## src/rtl/disp_sched.sv

```systemverilog
// disp_sched: display source scheduler for a seven-segment driver.
// Rotates between answer/pc/inst words automatically (every DWELL cycles)
// or manually via a debounced push button, and freezes while the CPU stalls.
// Optional macro DISP_SCHED_DEBOUNCE_EN: when defined, the button passes
// through a DEB-cycle debouncer; when undefined, the synchronized level is used directly.
module disp_sched #(
    parameter int unsigned DWELL = 50000000,
    parameter int unsigned DEB   = 1000000
) (
    input  logic        clk,
    input  logic        rst,
    input  logic        stall,
    input  logic        auto_en,
    input  logic        btn_next,
    input  logic [31:0] answer,
    input  logic [31:0] pc,
    input  logic [31:0] inst,
    output logic [31:0] disp_data,
    output logic [1:0]  src_sel,
    output logic        sw_pulse
);

    typedef enum logic [1:0] {AUTO, MANUAL, FREEZE} state_t;

    state_t      state, state_nxt;
    logic        sync1, sync2;
    logic        btn_lvl, btn_lvl_q, press;
    logic [31:0] dwell_cnt, dwell_nxt, cnt_base;
    logic [1:0]  src_nxt;
    logic [31:0] data_nxt;
    logic        pulse_nxt, advance;

    if (DWELL < 1 || DEB < 1) begin : g_param_check
        $error("disp_sched: DWELL and DEB must be at least 1");
    end

    // Two-flop synchronizer for the asynchronous push button
    always_ff @(posedge clk or negedge rst) begin
        if (!rst) begin
            sync1 <= 1'b0;
            sync2 <= 1'b0;
        end else begin
            sync1 <= btn_next;
            sync2 <= sync1;
        end
    end

`ifdef DISP_SCHED_DEBOUNCE_EN
    logic [31:0] deb_cnt;

    // Accept a level change only after DEB consecutive differing cycles
    always_ff @(posedge clk or negedge rst) begin
        if (!rst) begin
            deb_cnt <= '0;
            btn_lvl <= 1'b0;
        end else if (sync2 != btn_lvl) begin
            if (deb_cnt == DEB - 1) begin
                deb_cnt <= '0;
                btn_lvl <= sync2;
            end else begin
                deb_cnt <= deb_cnt + 32'd1;
            end
        end else begin
            deb_cnt <= '0;
        end
    end
`else
    assign btn_lvl = sync2;
`endif

    // Edge register: press is a one-cycle pulse on each rising button level
    always_ff @(posedge clk or negedge rst) begin
        if (!rst) btn_lvl_q <= 1'b0;
        else      btn_lvl_q <= btn_lvl;
    end

    assign press = btn_lvl & ~btn_lvl_q;

    // Mode state register
    always_ff @(posedge clk or negedge rst) begin
        if (!rst) state <= AUTO;
        else      state <= state_nxt;
    end

    // Next mode, dwell counting, source advance and display word selection.
    // Actions follow the mode chosen this cycle so stall takes effect at once
    // and leaving FREEZE loses no cycle.
    always_comb begin
        state_nxt = stall ? FREEZE : (auto_en ? AUTO : MANUAL);
        dwell_nxt = dwell_cnt;
        src_nxt   = src_sel;
        data_nxt  = disp_data;
        pulse_nxt = 1'b0;
        advance   = 1'b0;
        cnt_base  = dwell_cnt;
        case (state_nxt)
            AUTO: begin
                cnt_base  = (state == MANUAL) ? '0 : dwell_cnt;
                advance   = press | (cnt_base == DWELL - 1);
                dwell_nxt = advance ? '0 : cnt_base + 32'd1;
            end
            MANUAL: begin
                dwell_nxt = '0;
                advance   = press;
            end
            default: ;
        endcase
        if (advance) begin
            src_nxt   = (src_sel == 2'd2) ? 2'd0 : src_sel + 2'd1;
            pulse_nxt = 1'b1;
        end
        if (state_nxt != FREEZE) begin
            case (src_sel)
                2'd0:    data_nxt = answer;
                2'd1:    data_nxt = pc;
                2'd2:    data_nxt = inst;
                default: data_nxt = '0;
            endcase
        end
    end

    // Output and counter registers
    always_ff @(posedge clk or negedge rst) begin
        if (!rst) begin
            dwell_cnt <= '0;
            src_sel   <= 2'd0;
            disp_data <= '0;
            sw_pulse  <= 1'b0;
        end else begin
            dwell_cnt <= dwell_nxt;
            src_sel   <= src_nxt;
            disp_data <= data_nxt;
            sw_pulse  <= pulse_nxt;
        end
    end

endmodule
```

## config.mk

```make
export PLATFORM = sky130hd
export DESIGN_NAME = disp_sched
export DESIGN_NICKNAME = d
export VERILOG_FILES = /design/src/rtl/disp_sched.sv
export SDC_FILE = /design/constraint.sdc
export NUM_CORES = 1
export LEC_CHECK = 0
export ABC_CLOCK_PERIOD_IN_PS = 5250
export CAP_MARGIN = 10
export CORE_MARGIN = 4
export CORE_UTILIZATION = 40
export DETAILED_ROUTE_END_ITERATION = 16
export PLACE_DENSITY = 0.8
export SYNTH_ARGS = -nofsm -noshare
export SYNTH_HDL_FRONTEND = slang
export SYNTH_SLANG_ARGS = --single-unit
```

## constraint.sdc

```tcl
create_clock -name clk -period 5.25 [get_ports clk]
set_clock_uncertainty 0.2 [all_clocks]
set_input_delay 1.05 -clock clk [delete_from_list [all_inputs] [get_ports clk]]
set_output_delay 1.05 -clock clk [all_outputs]
set_load 0.005 [all_outputs]
```

==> results of run 1 <==
kinds of logic (layout without fill, tap and decap cells):
logic type               Yosys count  after routing  share of synthesized area (%)
buffers and inverters             74            196                          7.192
flip-flops                        72             72                          43.15
multiplexers                      32             32                          7.672
AND/OR/NAND/NOR                  156            156                          19.27
XOR/XNOR                           6              6                          1.259
adder cells (fa/ha/maj)            1              1                         0.2996
AO/OA/AOI/OAI                    134            134                          21.16
cell type report:
| class | count | area share, % |
|---|---|---|
| Clock buffer | 14 | 2.661 |
| Multi-Input combinational cell | 329 | 36.19 |
| Tap cell | 136 | 2.967 |
| Inverter | 42 | 2.749 |
| Sequential cell | 72 | 31.44 |
| Timing Repair Buffer | 139 | 23.91 |
| Clock inverter | 1 | 0.08726 |
where the power goes:
part / leakage, nW / internal (mW) / switching [mW]
combinational: 1.39 / 0.348 / 0.248
sequential: 0.906 / 0.640 / 0.0928
clock: 0.0805 / 0.182 / 0.192
total: 2.37 / 1.17 / 0.532
path summary, 6_finish.rpt:
check | end | slack, ns
max | dwell_cnt[16] | 1.93
max in group asynchronous | disp_data[12] | 3.24
min in group asynchronous | dwell_cnt[3] | 0.66
min reg2reg | btn_lvl | 0.16
min | btn_lvl | 0.16
max reg2reg | dwell_cnt[16] | 1.93
synth_stat cells (all sizes together) (4+ instances only):
master / instances
and3: 10
clkbuf: 20
nor3: 5
a22o: 5
buf: 12
o311ai: 4
a21o: 5
dfrtp: 72
nor2: 44
a32oi: 4
nand2: 41
inv: 42
a21oi: 41
nand2b: 5
nand4: 9
xor2: 4
a211oi: 33
nor4: 6
mux2i: 32
o21ai: 19
nand3: 20
per-layer routing:
layer	part of all wire, %	vias up	GRT usage, %	routed length, um
li1	-	1930	-	-
met5	0	-	0	0
met3	7.9	20	5.882	911
met4	1.9	0	7.476	217
met1	41	1884	25.07	4715
met2	49	178	31.89	5644
through the flow:
step | total power [mW] | hold slack, ns | std cells | utilization (%)
floorplan | 1.015 | 0.1312 | 475 | -
global placement | 1.329 | 0.1329 | 718 | 54.52
detailed placement | 1.343 | 0.1464 | 718 | 54.52
CTS | 1.725 | 0.1636 | 733 | 56.06
global route | 1.822 | 0.1781 | 733 | 56.06
finish | 1.702 | 0.1574 | 733 | 56.06
critical path, delay by kind of cell, from the launching register on:
kind                     cells  cell delay (ns)
AO/OA/AOI/OAI                3             1.18
adder cells (fa/ha/maj)      1             0.22
buffers and inverters        1             0.07
flip-flops                   1             0.39
AND/OR/NAND/NOR              4             1.16
state kept, by name, summed over array words and instances (netlist names):
name / cells
dwell_cnt: 32
disp_data: 32
btn_lvl_q: 1
btn_lvl: 1
sync1: 1
src_sel: 2
sw_pulse: 1
state: 2
==> metrics.txt, run 1 <==
type of the worst min-delay path reg2reg; Synth Register Bits 72; setup fix buffers added after clock tree synthesis 0; Setup CP Type reg2reg; # port buffers 135; cell type of the slowest stage on the worst timing path sky130_fd_sc_hd__o21ai_1; leading cell type in the layout, fill and taps excluded sky130_fd_sc_hd__clkdlybuf4s50_1; iteration count of the initial detailed-routing pass 7; I/O pin count 136; nets 695; instance area after placement 5578 sq um; largest fanout of any net on the critical path 21; Distinct cells, synth 55; worst setup slack after layout 1.926 ns; root buffer cell sky130_fd_sc_hd__clkbuf_8; starting utilization of the core area 40.81%; count of warnings emitted by yosys 0; area of the core 10230 sq um; Final Instance Area 5736 sq um; Routed wire per std cell 15.67 um; # setup viols final 0; first-pass GRT wire length 18950 um; worst hold path stage count 0; most frequent cells in the layout 133 x sky130_fd_sc_hd__clkdlybuf4s50_1, 71 x sky130_fd_sc_hd__dfrtp_1, 44 x sky130_fd_sc_hd__nor2_1; filler cell count 902; Final TNS setup 0 ns; number of cells on the worst reg-to-reg path 9; leftover overflow at the end of global routing 0; Worst Max-Slew Pin Slew 1.013 ns; remaining max-slew budget at the tightest pin 32.49%; total number of vias 4012; pin count of the biggest net entering global routing 100; area occupied by multi-input gates 2076 sq um; CP max stage delay 0.79 ns; setup slack after placement 1.812 ns; dpl hpwl 8409 um; antenna violations before repair 0; CTS tree done; dominant synthesized flop cell sky130_fd_sc_hd__dfrtp_1; post-layout minimum cycle time 3.324 ns; Resized cells post-CTS 0; run status complete, no violations; startpoint of the lowest-slack register-to-register path state[0]; final worst path period share 63.31%; ANT cells 0; Std-Cell Rows 37; post-detailed-route count of antenna-violating nets 0; worst path arrival time 3.36 ns; data required time at the worst endpoint 5.29 ns; RSZ-0062 raised after global routing no; launch point of the worst hold path sync1; total of max-cap violations 0; RD Place Congestion 0.9333; number of synthesized flops with an enable pin 0; Overall Global Routing Usage 19.76%; share of synthesized area occupied by flip-flops and latches 43.15%; proportion of synthesized flip-flops having asynchronous set or reset 100.0%; hold violation total from the final report 0; Max Transition Viols Final 0; drt initial violations 297; fmax 0.3009 GHz; worst IR drop on VDD 151.0 uV; Inserted Clock Buffers 9; clock insertion delay at the later pin of the skew report 0.35 ns; maximum level of the CTS H-tree 3; total wirelength of the detailed-routed design 11490 um; number of sinks driven by the clock tree 72; Power per Cell Area 296.7 nW/um^2; Max clock buf depth 2; area taken by flip-flops and latches 1803 sq um; die boundary height 110.2 um; critical path capture point type flip-flop; worst setup path startpoint state[0]; Mapped Cells 475; clock-pin slew reported for the worst setup and hold paths after clock tree synthesis 0.07 ns; average vias per placed instance 5.473; worst path cell trace nand2b_2, nand2_1, inv_1, ha_1, nand4_2, or3_1, o21ai_1, o21bai_1, a32o_1; dominant cells by area after synthesis sky130_fd_sc_hd__dfrtp_1 43%, sky130_fd_sc_hd__mux2i_1 7.7%, sky130_fd_sc_hd__a211oi_1 5.9%, sky130_fd_sc_hd__a21oi_1 4.9%, sky130_fd_sc_hd__nor2_1 4.0%; final routed DRC violation total 0; mapped cell area 4175 sq um; type of element launching the critical path flip-flop; Die Span X 110.2 um; number of nets produced by synthesis 577; synthesized area per cell 8.790 sq um; layout cells sized above 1 4.690%; total die area 12140 sq um; area share of the largest cell type after synthesis 43.15%; P_leak 2.374 nW; Layout area overhead 37.37%; area leader, netlist sky130_fd_sc_hd__dfrtp_1; number of buffers added to fix hold violations after cts 0; vias in the first global route 4004
Note: power is estimated with default switching activity, not from simulation.
==> inputs of run 2 (changes only) <==
ABC_CLOCK_PERIOD_IN_PS = 2850   (was 5250)
PLACE_DENSITY = 0.83   (was 0.8)
clock period = 2.85 ns   (was 5.25 ns; I/O delays follow)
==> metrics.txt, run 2 (same netlist as run 1, synthesis figures left out) <==
iteration count of the initial detailed-routing pass 4; Max Transition Viols Final 0; total power after layout 3.211 mW; type of element launching the critical path flip-flop; hold violation total from the final report 0; CTS tree done; Max clock buf depth 2; RSZ-0062 raised after global routing no; total wirelength of the detailed-routed design 11730 um; worst path arrival time 2.69 ns; P_leak 2.460 nW; cell internal power dissipation 2.213 mW; clock network fraction of design power 23.3%; type of the worst min-delay path in2async; total of max-cap violations 0; leading registers by flop count disp_data: 32 flops, dwell_cnt: 32 flops; starting utilization of the core area 40.81%; worst setup slack after layout 0.1979 ns; most frequent cells in the layout 133 x sky130_fd_sc_hd__clkdlybuf4s50_1, 71 x sky130_fd_sc_hd__dfrtp_1, 44 x sky130_fd_sc_hd__nor2_1; pin count of the biggest net entering global routing 62; Std-Cell Rows 37; area of the core 10230 sq um; leftover overflow at the end of global routing 0; Final Instance Area 5876 sq um; Layout area overhead 40.73%; filler cell count 864; final worst path period share 93.06%; dpl hpwl 8839 um; number of sinks driven by the clock tree 72; Worst Max-Slew Pin Slew 0.7228 ns; clock-pin slew reported for the worst setup and hold paths after clock tree synthesis 0.08 ns; Overall Global Routing Usage 19.60%; maximum level of the CTS H-tree 3; Inserted Clock Buffers 9; ANT cells 0; # port buffers 135; number of instances in the placed design 731; final routed DRC violation total 0; instance area after placement 5688 sq um; remaining max-slew budget at the tightest pin 51.59%; switching power total 0.9981 mW; vias in the first global route 4061; Die Span X 110.2 um; startpoint of the lowest-slack register-to-register path state[0]; first-pass GRT wire length 18790 um; total number of vias 4098; setup slack after placement -0.004615 ns; fmax 0.3771 GHz; logic gate share of total power 36.5%; average vias per placed instance 5.486; Switching Fraction 31.09%; layout cells sized above 1 7.529%; worst IR drop on VDD 358.0 uV; leading cell type in the layout, fill and taps excluded sky130_fd_sc_hd__clkdlybuf4s50_1; post-detailed-route count of antenna-violating nets 0; RD Place Congestion 0.9077; antenna violations before repair 0; Routed wire per std cell 15.70 um; die boundary height 110.2 um; Power per Cell Area 546.5 nW/um^2; critical path capture point type flip-flop; clock insertion delay at the later pin of the skew report 0.35 ns; worst setup path startpoint state[0]; # setup viols final 0; sequential cell fraction of total power 40.2%; data required time at the worst endpoint 2.88 ns; root buffer cell sky130_fd_sc_hd__clkbuf_8; Final Core Density 57.43%; total die area 12140 sq um; largest fanout of any net on the critical path 12; Setup CP Type reg2reg; nets 708; post-layout minimum cycle time 2.652 ns; drt initial violations 235; run status complete, no violations; I/O pin count 136; non-filler instance count after layout 747
## run 2: cell count changes in the layout (fill, tap and decap cells not counted), moves of 2 or more
| cell | previous run | this run |
|---|---|---|
| sky130_fd_sc_hd__clkinv_2 | 1 | 3 |
| sky130_fd_sc_hd__clkbuf_8 | 10 | 12 |
| sky130_fd_sc_hd__buf_4 | 4 | 16 |
| sky130_fd_sc_hd__clkbuf_1 | 4 | 1 |
## run 2: metal layers
metal / track usage [%] / vias up / share of wire (%)
met3: 5.358 / 33 / 8.8
met4: 9.587 / 0 / 2.8
met5: 0 / - / 0
li1: - / 1963 / -
met1: 23.35 / 1916 / 39
met2: 32.67 / 186 / 49
## run 2: path summary, 6_finish.rpt
check / slack (ns) / cells after the start / endpoint
min reg2reg: 0.16 / 0 / btn_lvl
min in group clk: 0.16 / 0 / btn_lvl
max reg2reg: 0.20 / 10 / dwell_cnt[28]
max: 0.20 / 10 / dwell_cnt[28]
min: 0.008 / 1 / dwell_cnt[29]
max in group asynchronous: 1.80 / 2 / sync1
## run 2: final cells by class
type                       instances  area (sq um)  area share [%]
sequential                        72          1803           30.69
clock buffer                      13         168.9           2.875
clock inverter                     3         15.01          0.2555
tap                              136         170.2           2.896
timing repair buffer             152          1481           25.21
multi-input combinational        329          2079           35.39
inverter                          42         157.7           2.683
## run 2: stage by stage
| stage | hold slack, ns | TNS, ns |
|---|---|---|
| 2_1_floorplan | 0.07441 | 0 |
| 3_3_place_gp | 0.1320 | 0 |
| 3_5_place_dp | 0.1498 | -0.004615 |
| 4_1_cts | 0.01125 | 0 |
| 5_1_grt | 0.03547 | 0 |
| 6_report | 0.008271 | 0 |
## run 2: what timing repair did
action,in CTS,in global routing
setup buffers,0,0
endpoints found under the setup margin,1,0
gates resized for setup,1,0
hold buffers,0,0
## run 2: power groups by stage
stage	Clock (mW)	Sequential [mW]	Combinational, mW
3_5_place_dp	0	1.31	1.18
3_3_place_gp	0	1.30	1.15
5_1_grt	0.811	1.32	1.29
4_1_cts	0.770	1.29	1.19
2_1_floorplan	0	1.29	0.580
6_report	0.749	1.29	1.17
## run 2: critical path, cell delays in order (launching register included)
cell,delay (ns)
sky130_fd_sc_hd__dfrtp_1,0.40
sky130_fd_sc_hd__nand2b_2,0.10
sky130_fd_sc_hd__nand2_1,0.07
sky130_fd_sc_hd__inv_1,0.07
sky130_fd_sc_hd__ha_1,0.21
sky130_fd_sc_hd__nand4_2,0.13
sky130_fd_sc_hd__or3_1,0.44
sky130_fd_sc_hd__o21ai_2,0.43
sky130_fd_sc_hd__buf_4,0.22
sky130_fd_sc_hd__o21bai_1,0.08
sky130_fd_sc_hd__a21o_1,0.19
